**config.mk**
```make
export PLATFORM = sky130hd
export DESIGN_NAME = nn_stream_decoder
export DESIGN_NICKNAME = d
export VERILOG_FILES = /design/src/rtl/nn_stream_decoder.sv
export SDC_FILE = /design/constraint.sdc
export NUM_CORES = 1
export LEC_CHECK = 0
export BUFFER_PORTS_ARGS = -buffer_cell sky130_fd_sc_hd__buf_2
export CORE_ASPECT_RATIO = 0.5
export CORE_UTILIZATION = 59
export DETAILED_ROUTE_END_ITERATION = 7
export GPL_ROUTABILITY_DRIVEN = 0
export GPL_TIMING_DRIVEN = 0
export HOLD_SLACK_MARGIN = 0.15
export PLACE_DENSITY_LB_ADDON = 0.12
export SYNTH_ARGS = -nofsm -noshare
export SYNTH_HDL_FRONTEND = slang
export SYNTH_SLANG_ARGS = --single-unit
```
**constraint.sdc**
```tcl
create_clock -name CLK -period 3.2 [get_ports CLK]
set_clock_uncertainty 0.2 [all_clocks]
set_input_delay 0.32 -clock CLK [delete_from_list [all_inputs] [get_ports CLK]]
set_output_delay 0.32 -clock CLK [all_outputs]
set_load 0.1 [all_outputs]
```
**src/rtl/nn_stream_decoder.sv**
```systemverilog
// Windowed stochastic-to-binary readout: discards SETTLE cycles of the node's stream,
// then counts signed ones over 2^WIDTH cycles and reports unsigned count and bipolar value.
module nn_stream_decoder #(
  parameter int WIDTH  = 8,
  parameter int SETTLE = 16
) (
  input  logic                    CLK,
  input  logic                    INIT,
  input  logic                    start,
  input  logic                    IN,
  input  logic                    SIGN_IN,
  output logic                    busy,
  output logic                    valid,
  output logic [WIDTH:0]          count,
  output logic signed [WIDTH+1:0] value
);

  localparam int SW = (SETTLE > 0) ? $clog2(SETTLE + 1) : 1;
  localparam int CW = (WIDTH > SW) ? WIDTH : SW;
  localparam logic [CW-1:0] ACC_LAST = CW'((1 << WIDTH) - 1);
  localparam logic [CW-1:0] SET_LAST = CW'((SETTLE > 0) ? SETTLE - 1 : 0);

  typedef enum logic [1:0] {S_IDLE, S_SETTLE, S_ACC, S_DONE} state_t;

  state_t                    r_state;
  state_t                    w_next;
  logic [CW-1:0]             r_cnt;
  logic [WIDTH:0]            r_pos;
  logic [WIDTH:0]            r_neg;
  logic [WIDTH:0]            r_count;
  logic signed [WIDTH+1:0]   r_value;
  logic                      r_valid;

  logic                      w_set_last;
  logic                      w_acc_last;
  logic                      w_pinc;
  logic                      w_ninc;
  logic [WIDTH:0]            w_pos_fin;
  logic [WIDTH:0]            w_neg_fin;

  function automatic logic signed [WIDTH+1:0] bipolar(input logic [WIDTH:0] p,
                                                      input logic [WIDTH:0] n);
    return $signed({1'b0, p}) - $signed({1'b0, n});
  endfunction

  assign w_set_last = (r_cnt == SET_LAST);
  assign w_acc_last = (r_cnt == ACC_LAST);
  assign w_pinc     = IN & ~SIGN_IN;
  assign w_ninc     = IN & SIGN_IN;
  // Totals including the current sample, so the last window cycle lands in the result.
  assign w_pos_fin  = r_pos + (WIDTH+1)'(w_pinc);
  assign w_neg_fin  = r_neg + (WIDTH+1)'(w_ninc);

  always_ff @(posedge CLK or posedge INIT) begin
    if (INIT) r_state <= S_IDLE;
    else      r_state <= w_next;
  end

  always_comb begin
    w_next = r_state;
    unique case (r_state)
      S_IDLE:   if (start) w_next = (SETTLE == 0) ? S_ACC : S_SETTLE;
      S_SETTLE: if (w_set_last) w_next = S_ACC;
      S_ACC:    if (w_acc_last) w_next = S_DONE;
      S_DONE:   w_next = S_IDLE;
      default:  w_next = S_IDLE;
    endcase
  end

  always_ff @(posedge CLK or posedge INIT) begin
    if (INIT) begin
      r_cnt   <= '0;
      r_pos   <= '0;
      r_neg   <= '0;
      r_count <= '0;
      r_value <= '0;
      r_valid <= 1'b0;
    end else begin
      r_valid <= 1'b0;
      unique case (r_state)
        S_IDLE: begin
          if (start) begin
            r_cnt <= '0;
            r_pos <= '0;
            r_neg <= '0;
          end
        end
        S_SETTLE: r_cnt <= w_set_last ? '0 : r_cnt + CW'(1);
        S_ACC: begin
          r_pos <= w_pos_fin;
          r_neg <= w_neg_fin;
          r_cnt <= r_cnt + CW'(1);
          // Results land on the edge entering DONE so valid and data appear together.
          if (w_acc_last) begin
            r_count <= w_pos_fin + w_neg_fin;
            r_value <= bipolar(w_pos_fin, w_neg_fin);
            r_valid <= 1'b1;
          end
        end
        default: ;
      endcase
    end
  end

  assign busy  = (r_state != S_IDLE);
  assign valid = r_valid;
  assign count = r_count;
  assign value = r_value;

endmodule

```
==> key figures, run 1 <==
Pwr
  • Total power: about 2200 uW
  • Pwr Density: 685 nW/um^2
  • P_leak: 0.00156 uW
  • Peak supply drop: a little under 0.4 mV

Floorplan
  • IO Pins: 26
  • Chip height: 51.3 um
  • Die area: 5160 sq um
  • Rows: 17
  • Starting density of the core: 0.633
  • Die width: ~100 um
  • Core ar.: 4530 sq um

Logic synthesis
  • Mapped Nets: 347
  • Post-synthesis simple-gate area fraction: 0.151
  • Mux contribution to synthesized area: 0.0144
  • Compound-gate portion of the synthesized area: 0.161
  • Most used flip-flop cell after synthesis: dfrtp_1
  • Post-Synth Adder-Cell Area: 0.123
  • Synth async-reset ratio: 1.00
  • Post-Syn Instances: ~320
  • Largest family of logic cells by synthesized area: compound AO/OA/AOI/OAI gates
  • Number of library cell types mapped by synthesis: 37
  • Share of the synthesized area in the top cell type: 0.410
  • Netlist Area Pre-Place: between 2000 and 3000 sq um
  • Seq cells post-synth: 47
  • Seq/Total Area, Yosys: 0.410
  • Cell taking the most area after synthesis: dfrtp_1
  • Area contributors post-synth: dfrtp_1 41%, ha_1 11%, o21ai_0 7.3%
  • Yosys warns: 0
  • EDFF count, synth: 0
  • XOR/XNOR Fraction of Synth Area: 0.0942
  • Syn_area_per_cell: ~9.1 sq um

Worst setup path
  • Slowest stage delay, CP: 0.41 ns
  • Capture point of the worst reg-to-reg path: value[9]
  • Critical path peak fanout: 7
  • Worst-path cell chain: ha_1 > ha_1 > nand3_1 > nor2_1 > xor2_1 > ha_4 > or3_1 > o21ai_0 > a211oi_1 > a21o_1
  • Worst reg2reg path depth: 10
  • Crit path to: value[9]
  • CP Launch Type: flip-flop
  • Crit-path leading delay family: simple AND/OR/NAND/NOR gates
  • Crit path buf inv count: 0
  • Reg-to-reg slack, setup: around 0.14 ns
  • Crit path max-delay cell type: or3_1
  • CP arrival: 3.05 ns
  • Critical path depth in cells: 10
  • Worst Setup End Kind: flip-flop
  • CP startpoint: r_pos[0]
  • Crit path kind: reg2reg
  • FF-to-FF Start: r_pos[0]
  • WP data required: 3.20 ns
  • Worst path most repeated cell: ha_1

Timing
  • Fmax: 0.327 GHz
  • Tcrit/Tclk final: 0.955
  • # setup viols final: 0
  • Slew Limit Headroom: 0.504
  • Pins Over Slew Limit: 0
  • Worst slew pin tran: 0.724 ns
  • RSZ-0062 raised after global routing: true
  • WHS: 0.264 ns
  • Final min period: 3.06 ns
  • Worst Setup Slack, final: around 0.14 ns
  • Final Hold Vio Count: 0

Clocking
  • Clock Latency Late Sink: about 0.3 ns
  • CTS H-tree lvls: 2
  • Clock Pin Slew Worst Setup and Hold Paths: around 0.10 ns
  • CTS root buf: clkbuf_8
  • CTS Sinks: between 40 and 50
  • Post-CTS Setup Bufs: 0
  • CTS tree: done
  • TritonCTS Buffers: 5
  • CTS max path bufs: 2

Routing
  • Via count: 2240
  • DR WL/cell: 13.7 um
  • Vias per cell: ~5.4
  • Drc violations: 0
  • Initial DRC count: 89
  • Post-Route WL: between 5000 and 6000 um
  • Drt first pass iters: 4
  • Final ANT Viol Nets: 0

Layout
  • Layout Cells excl Fill: ~410
  • Share of cells above drive strength 1: 0.129
  • Area grow syn2layout: 12.9%
  • # diodes: 0
  • Number of nets in the layout: approximately 380
  • Final core utilization: 0.714

Placed design
  • Setup WS pre-CTS: -0.154 ns
  • Input/output buffers: 25
  • Placed Cells: between 400 and 500
  • Post-DP HPWL: 4280 um

Global routing
  • Largest net degree at the start of global routing: 41
  • Grt met1 use: 0.349
  • Met3 usage: 0.0506
  • Global-route wire length before repair: 9800 um
  • Top Usage Layer GRT: met2
  • Antenna violations before repair: 0
  • Remaining global-route overflow: 0
  • GRT Util Overall: 0.249
  • GR Util met2: 0.403
  • Number of global-route vias before repair: approximately 2.1k

Hold path
  • Hold crit path type: in2async

Status
  • Status: finished, final reports clean

Run
  • Max Cap Viol: 0
-- cells in the mapped netlist, types with 2 or more instances --
cell / number
nand3_1: 11
a21o_1: 4
fa_1: 2
ha_1: 25
nor2_1: 14
inv_1: 24
o31ai_1: 6
xnor2_1: 14
and3_1: 7
xor2_1: 15
nor3_1: 2
o21bai_1: 5
o21ai_0: 42
a22o_1: 5
mux2i_1: 3
a21oi_1: 11
a31oi_1: 2
buf_1: 3
nand2b_1: 3
nand2_1: 46
and2_1: 2
nor2b_1: 3
dfrtp_1: 47
clkbuf_1: 6
-- cell type report --
class                   instances  area, sq um
inverters                      24         90.1
multi-input cells             234         1590
clock buffers                   5         68.8
repair buffers                 27          155
fillers                       341         1290
plain buffers                   8         33.8
flip-flops and latches         47         1180
clock inverters                 3         43.8
well taps                      66         82.6
-- logic make-up (layout without fill, tap and decap cells) --
group / after synthesis / in the layout
DFF: 47 / 47
xor gates and xnor gates: 30 / 30
adders and majority gates: 27 / 27
buffers and inverters: 34 / 67
AOI/OAI and AO/OA: 79 / 79
and+or+nand+nor: 94 / 94
muxes: 4 / 4
-- sequential cells by signal, indices dropped and copies added (netlist names) --
name     flops
valid        1
count        9
r_pos        9
value        9
r_state      2
r_neg        9
r_cnt        8
-- metal layers --
| metal | share of wire | up-vias |
|---|---|---|
| met3 | 0.044 | 6 |
| met5 | 0 | - |
| met1 | 0.51 | 1060 |
| met2 | 0.44 | 49 |
| met4 | 0.0055 | 0 |
| li1 | - | 1125 |
-- power breakdown --
group	internal, uW	switching, uW
Clock	233	209
Sequential	654	63.9
Combinational	450	608
Total	1340	881
-- worst min-delay path: stages --
cell and delay (ns):
dlygate4sd3_1 0.53, buf_2 0.12, inv_2 0.16
-- timing repair --
| action | CTS | global route |
|---|---|---|
| hold endpoints to repair | 47 | 0 |
| setup endpoints to repair | 1 | 6 |
| hold buffers | 1 | 0 |
| pin swaps | 0 | 0 |
| resized for setup | 0 | 5 |
-- per-stage QoR --
step                area [sq um]  TNS [ns]
floorplan                   2870         0
global placement            3080   -0.0760
detailed placement          3100    -0.261
CTS                         3210         0
global route                3240   -0.0253
finish                      3240         0
-- cells in the final DEF (no fill, tap or decap), types with 2 or more instances in the layout --
master	instances
o31ai_1	6
dfrtp_1	47
buf_1	3
nand2b_1	3
o21bai_1	5
buf_2	25
ha_1	23
and2_1	2
nand3_1	11
nor3_1	2
fa_1	2
inv_1	23
a31oi_1	2
mux2i_1	3
xnor2_1	14
and3_1	7
xor2_1	14
clkbuf_1	4
nand2_1	46
a21oi_1	10
o21ai_0	42
a21o_1	4
nor2_1	14
a22o_1	5
nor2b_1	3
clkbuf_8	5
-- worst min-delay path by stage --
stage,startpoint,to,slack (ns)
finish,INIT,r_state[0],0.26
global route,INIT,r_state[0],0.27
CTS,INIT,r_state[0],0.26
floorplan,r_cnt[6],r_cnt[6],0.25
detailed placement,INIT,r_state[0],0.04
global placement,value[9],value[9],0.25
(Power assumes the default switching activity.)
==> inputs of run 2 (changes only) <==
Settings changed: CAP_MARGIN from default to 20, CORE_MARGIN from default to 3.
==> run 2 against run 1 <==
Compared with the run above: maximum frequency rose by 0.32%; worst setup slack gained 0.0098 ns; register-to-register slack hardly changed; combinational power barely moved; sequential power rose by 1%; utilization grew 1.3 points; design area up 1.8%; non-clock buffer count unchanged; global-route usage decreased by 4.1 points.
==> key figures, run 2 (same netlist as run 1, synthesis figures left out) <==
Status
  • Status: finished, final reports clean

Clocking
  • Clock Latency Late Sink: 0.30 ns (about the same)
  • Post-CTS Setup Bufs: 0 (unchanged)
  • CTS max path bufs: 2 (unchanged)
  • CTS H-tree lvls: 2 (unchanged)
  • Clock Pin Slew Worst Setup and Hold Paths: 0.09 ns (about the same)
  • TritonCTS Buffers: 5 (unchanged)
  • CTS root buf: clkbuf_8
  • CTS tree: done
  • CTS Sinks: 47 (unchanged)

Pwr
  • Pwr Density: 706 nW/um^2 (+3.0%)
  • P_leak: 0.00158 uW (+1.1%)
  • Peak supply drop: 0.434 mV (+12%)

Layout
  • Share of cells above drive strength 1: 0.147 (+0.0172)
  • Most frequent cells in the layout: 47 x dfrtp_1, 46 x nand2_1, 42 x o21ai_0
  • Commonest non-fill, non-tap cell in the layout: dfrtp_1
  • Final core utilization: 0.727 (+0.0130)
  • # diodes: 0 (unchanged)
  • Number of nets in the layout: 379 (unchanged)
  • Area grow syn2layout: 14.9%

Timing
  • Worst Setup Slack, final: 0.154 ns (+0.00983 ns)
  • Pins Over Slew Limit: 0 (unchanged)
  • Setup TNS: 0 ns (unchanged)
  • # setup viols final: 0 (unchanged)
  • Tcrit/Tclk final: 0.952 (-0.00307)
  • Final min period: 3.05 ns (-0.00983 ns)
  • Fmax: 0.328 GHz (+0.32%)
  • Worst slew pin tran: 0.680 ns (-0.0442 ns)
  • RSZ-0062 raised after global routing: false
  • Slew Limit Headroom: 0.534 (+0.0303)
  • Final Hold Vio Count: 0 (unchanged)

Run
  • Max Cap Viol: 0 (unchanged)

Placed design
  • Setup WS pre-CTS: -0.127 ns (+0.0273 ns)
  • Input/output buffers: 25 (unchanged)
  • Post-DP HPWL: 4380 um (+2.4%)

Worst setup path
  • Worst-path cell chain: ha_1 > ha_1 > nand3_1 > nor2_2 > xor2_2 > ha_4 > or3_1 > o21ai_0 > a211oi_1 > a21o_1
  • WP data required: 3.20 ns (about the same)
  • CP arrival: 3.04 ns (about the same)
  • Critical path peak fanout: 7 (unchanged)
  • Crit path kind: reg2reg
  • Slowest stage delay, CP: 0.41 ns (about the same)
  • Critical path depth in cells: 10 (unchanged)
  • Worst path most repeated cell: ha_1
  • CP Launch Type: flip-flop
  • Worst Setup End Kind: flip-flop
  • Crit path buf inv count: 0 (unchanged)
  • Worst reg2reg path depth: 10 (unchanged)
  • Crit-path leading delay family: simple AND/OR/NAND/NOR gates
  • Crit path max-delay cell type: or3_1
  • Reg-to-reg slack, setup: 0.15 ns (about the same)

Routing
  • Post-Route WL: 5880 um (+3.4%)
  • Drt first pass iters: 4 (unchanged)
  • Final ANT Viol Nets: 0 (unchanged)
  • Vias per cell: 5.39 (-0.45%)
  • Metal2 WL: 2590 um (+2.8%)
  • WL met1: 2930 um (+1.8%)
  • Top Layer Used: met4
  • DR WL/cell: 14.2 um (+3.4%)
  • Drc violations: 0 (unchanged)
  • Metal3 WL: 297 um (+19%)
  • Via count: 2230 (-0.45%)
  • Initial DRC count: 106 (+19%)

Floorplan
  • IO Pins: 26 (unchanged)
  • Die width: 105 um (+4.0%)
  • Starting density of the core: 0.633 (unchanged)
  • Chip height: 55.3 um (+7.8%)
  • Die area: 5780 sq um (+12%)
  • Rows: 17 (unchanged)
  • Core ar.: 4530 sq um (unchanged)

Global routing
  • Remaining global-route overflow: 0 (unchanged)
  • Global-route wire length before repair: 9750 um (-0.50%)
  • GRT Util Overall: 0.208 (-0.0410)
  • Antenna violations before repair: 0 (unchanged)
  • Largest net degree at the start of global routing: 41 (unchanged)
  • Number of global-route vias before repair: 2126 (+0.85%)

Hold path
  • Hold crit path type: in2async
run 2: cell count changes in the layout (fill, tap and decap cells not counted), sizes merged:
cell	change
bufinv	+1
clkinvlp	+1
clkinv	-2
run 2: per-layer routing:
metal / GRT usage / up-vias
li1: - / 1125
met1: 0.297 / 1044
met2: 0.323 / 54
met3: 0.0455 / 7
met4: 0.0561 / 0
met5: 0 / -
run 2: stage by stage:
step	instance area, sq um	hold slack, ns	power, uW	cells
after floorplan	2870	0.252	1510	315
after global placement	3080	0.252	1690	406
after detailed placement	3100	0.0354	1730	407
after CTS	3240	0.255	2270	415
after global routing	3300	0.268	2500	414
final	3300	0.261	2330	414
run 2: cell type report:
class	instances	area (sq um)
Fill cell	353	1230
Timing Repair Buffer	27	155
Multi-Input combinational cell	234	1620
Tap cell	66	82.6
Clock inverter	3	67.6
Sequential cell	47	1180
Clock buffer	5	68.8
Inverter	24	90.1
Buffer	8	33.8
run 2: tightest hold or removal path: cells and delay by family:
kind,cells,cell delay [ns]
buf+inv,3,0.81
run 2: where the power goes:
part           internal (uW)  total, uW  switching (uW)
logic                    461       1080             619
clock network            312        521             209
registers                654        725            71.2
run 2: path summary, 6_finish.rpt:
kind / from / end
setup / recovery: r_pos[0] / value[9]
hold / removal: INIT / r_state[0]
setup reg to reg: r_pos[0] / value[9]
hold reg to reg: value[4] / value[4]
max in group asynchronous: INIT / count[8]
min in group CLK: value[4] / value[4]
run 2: what timing repair did:
action / CTS / global route
pin swaps: 0 / 1
resized for setup: 1 / 10
setup endpoints to repair: 1 / 6
endpoints found under the hold margin: 47 / 0
gates cloned: 0 / 0
hold buffers: 1 / 0
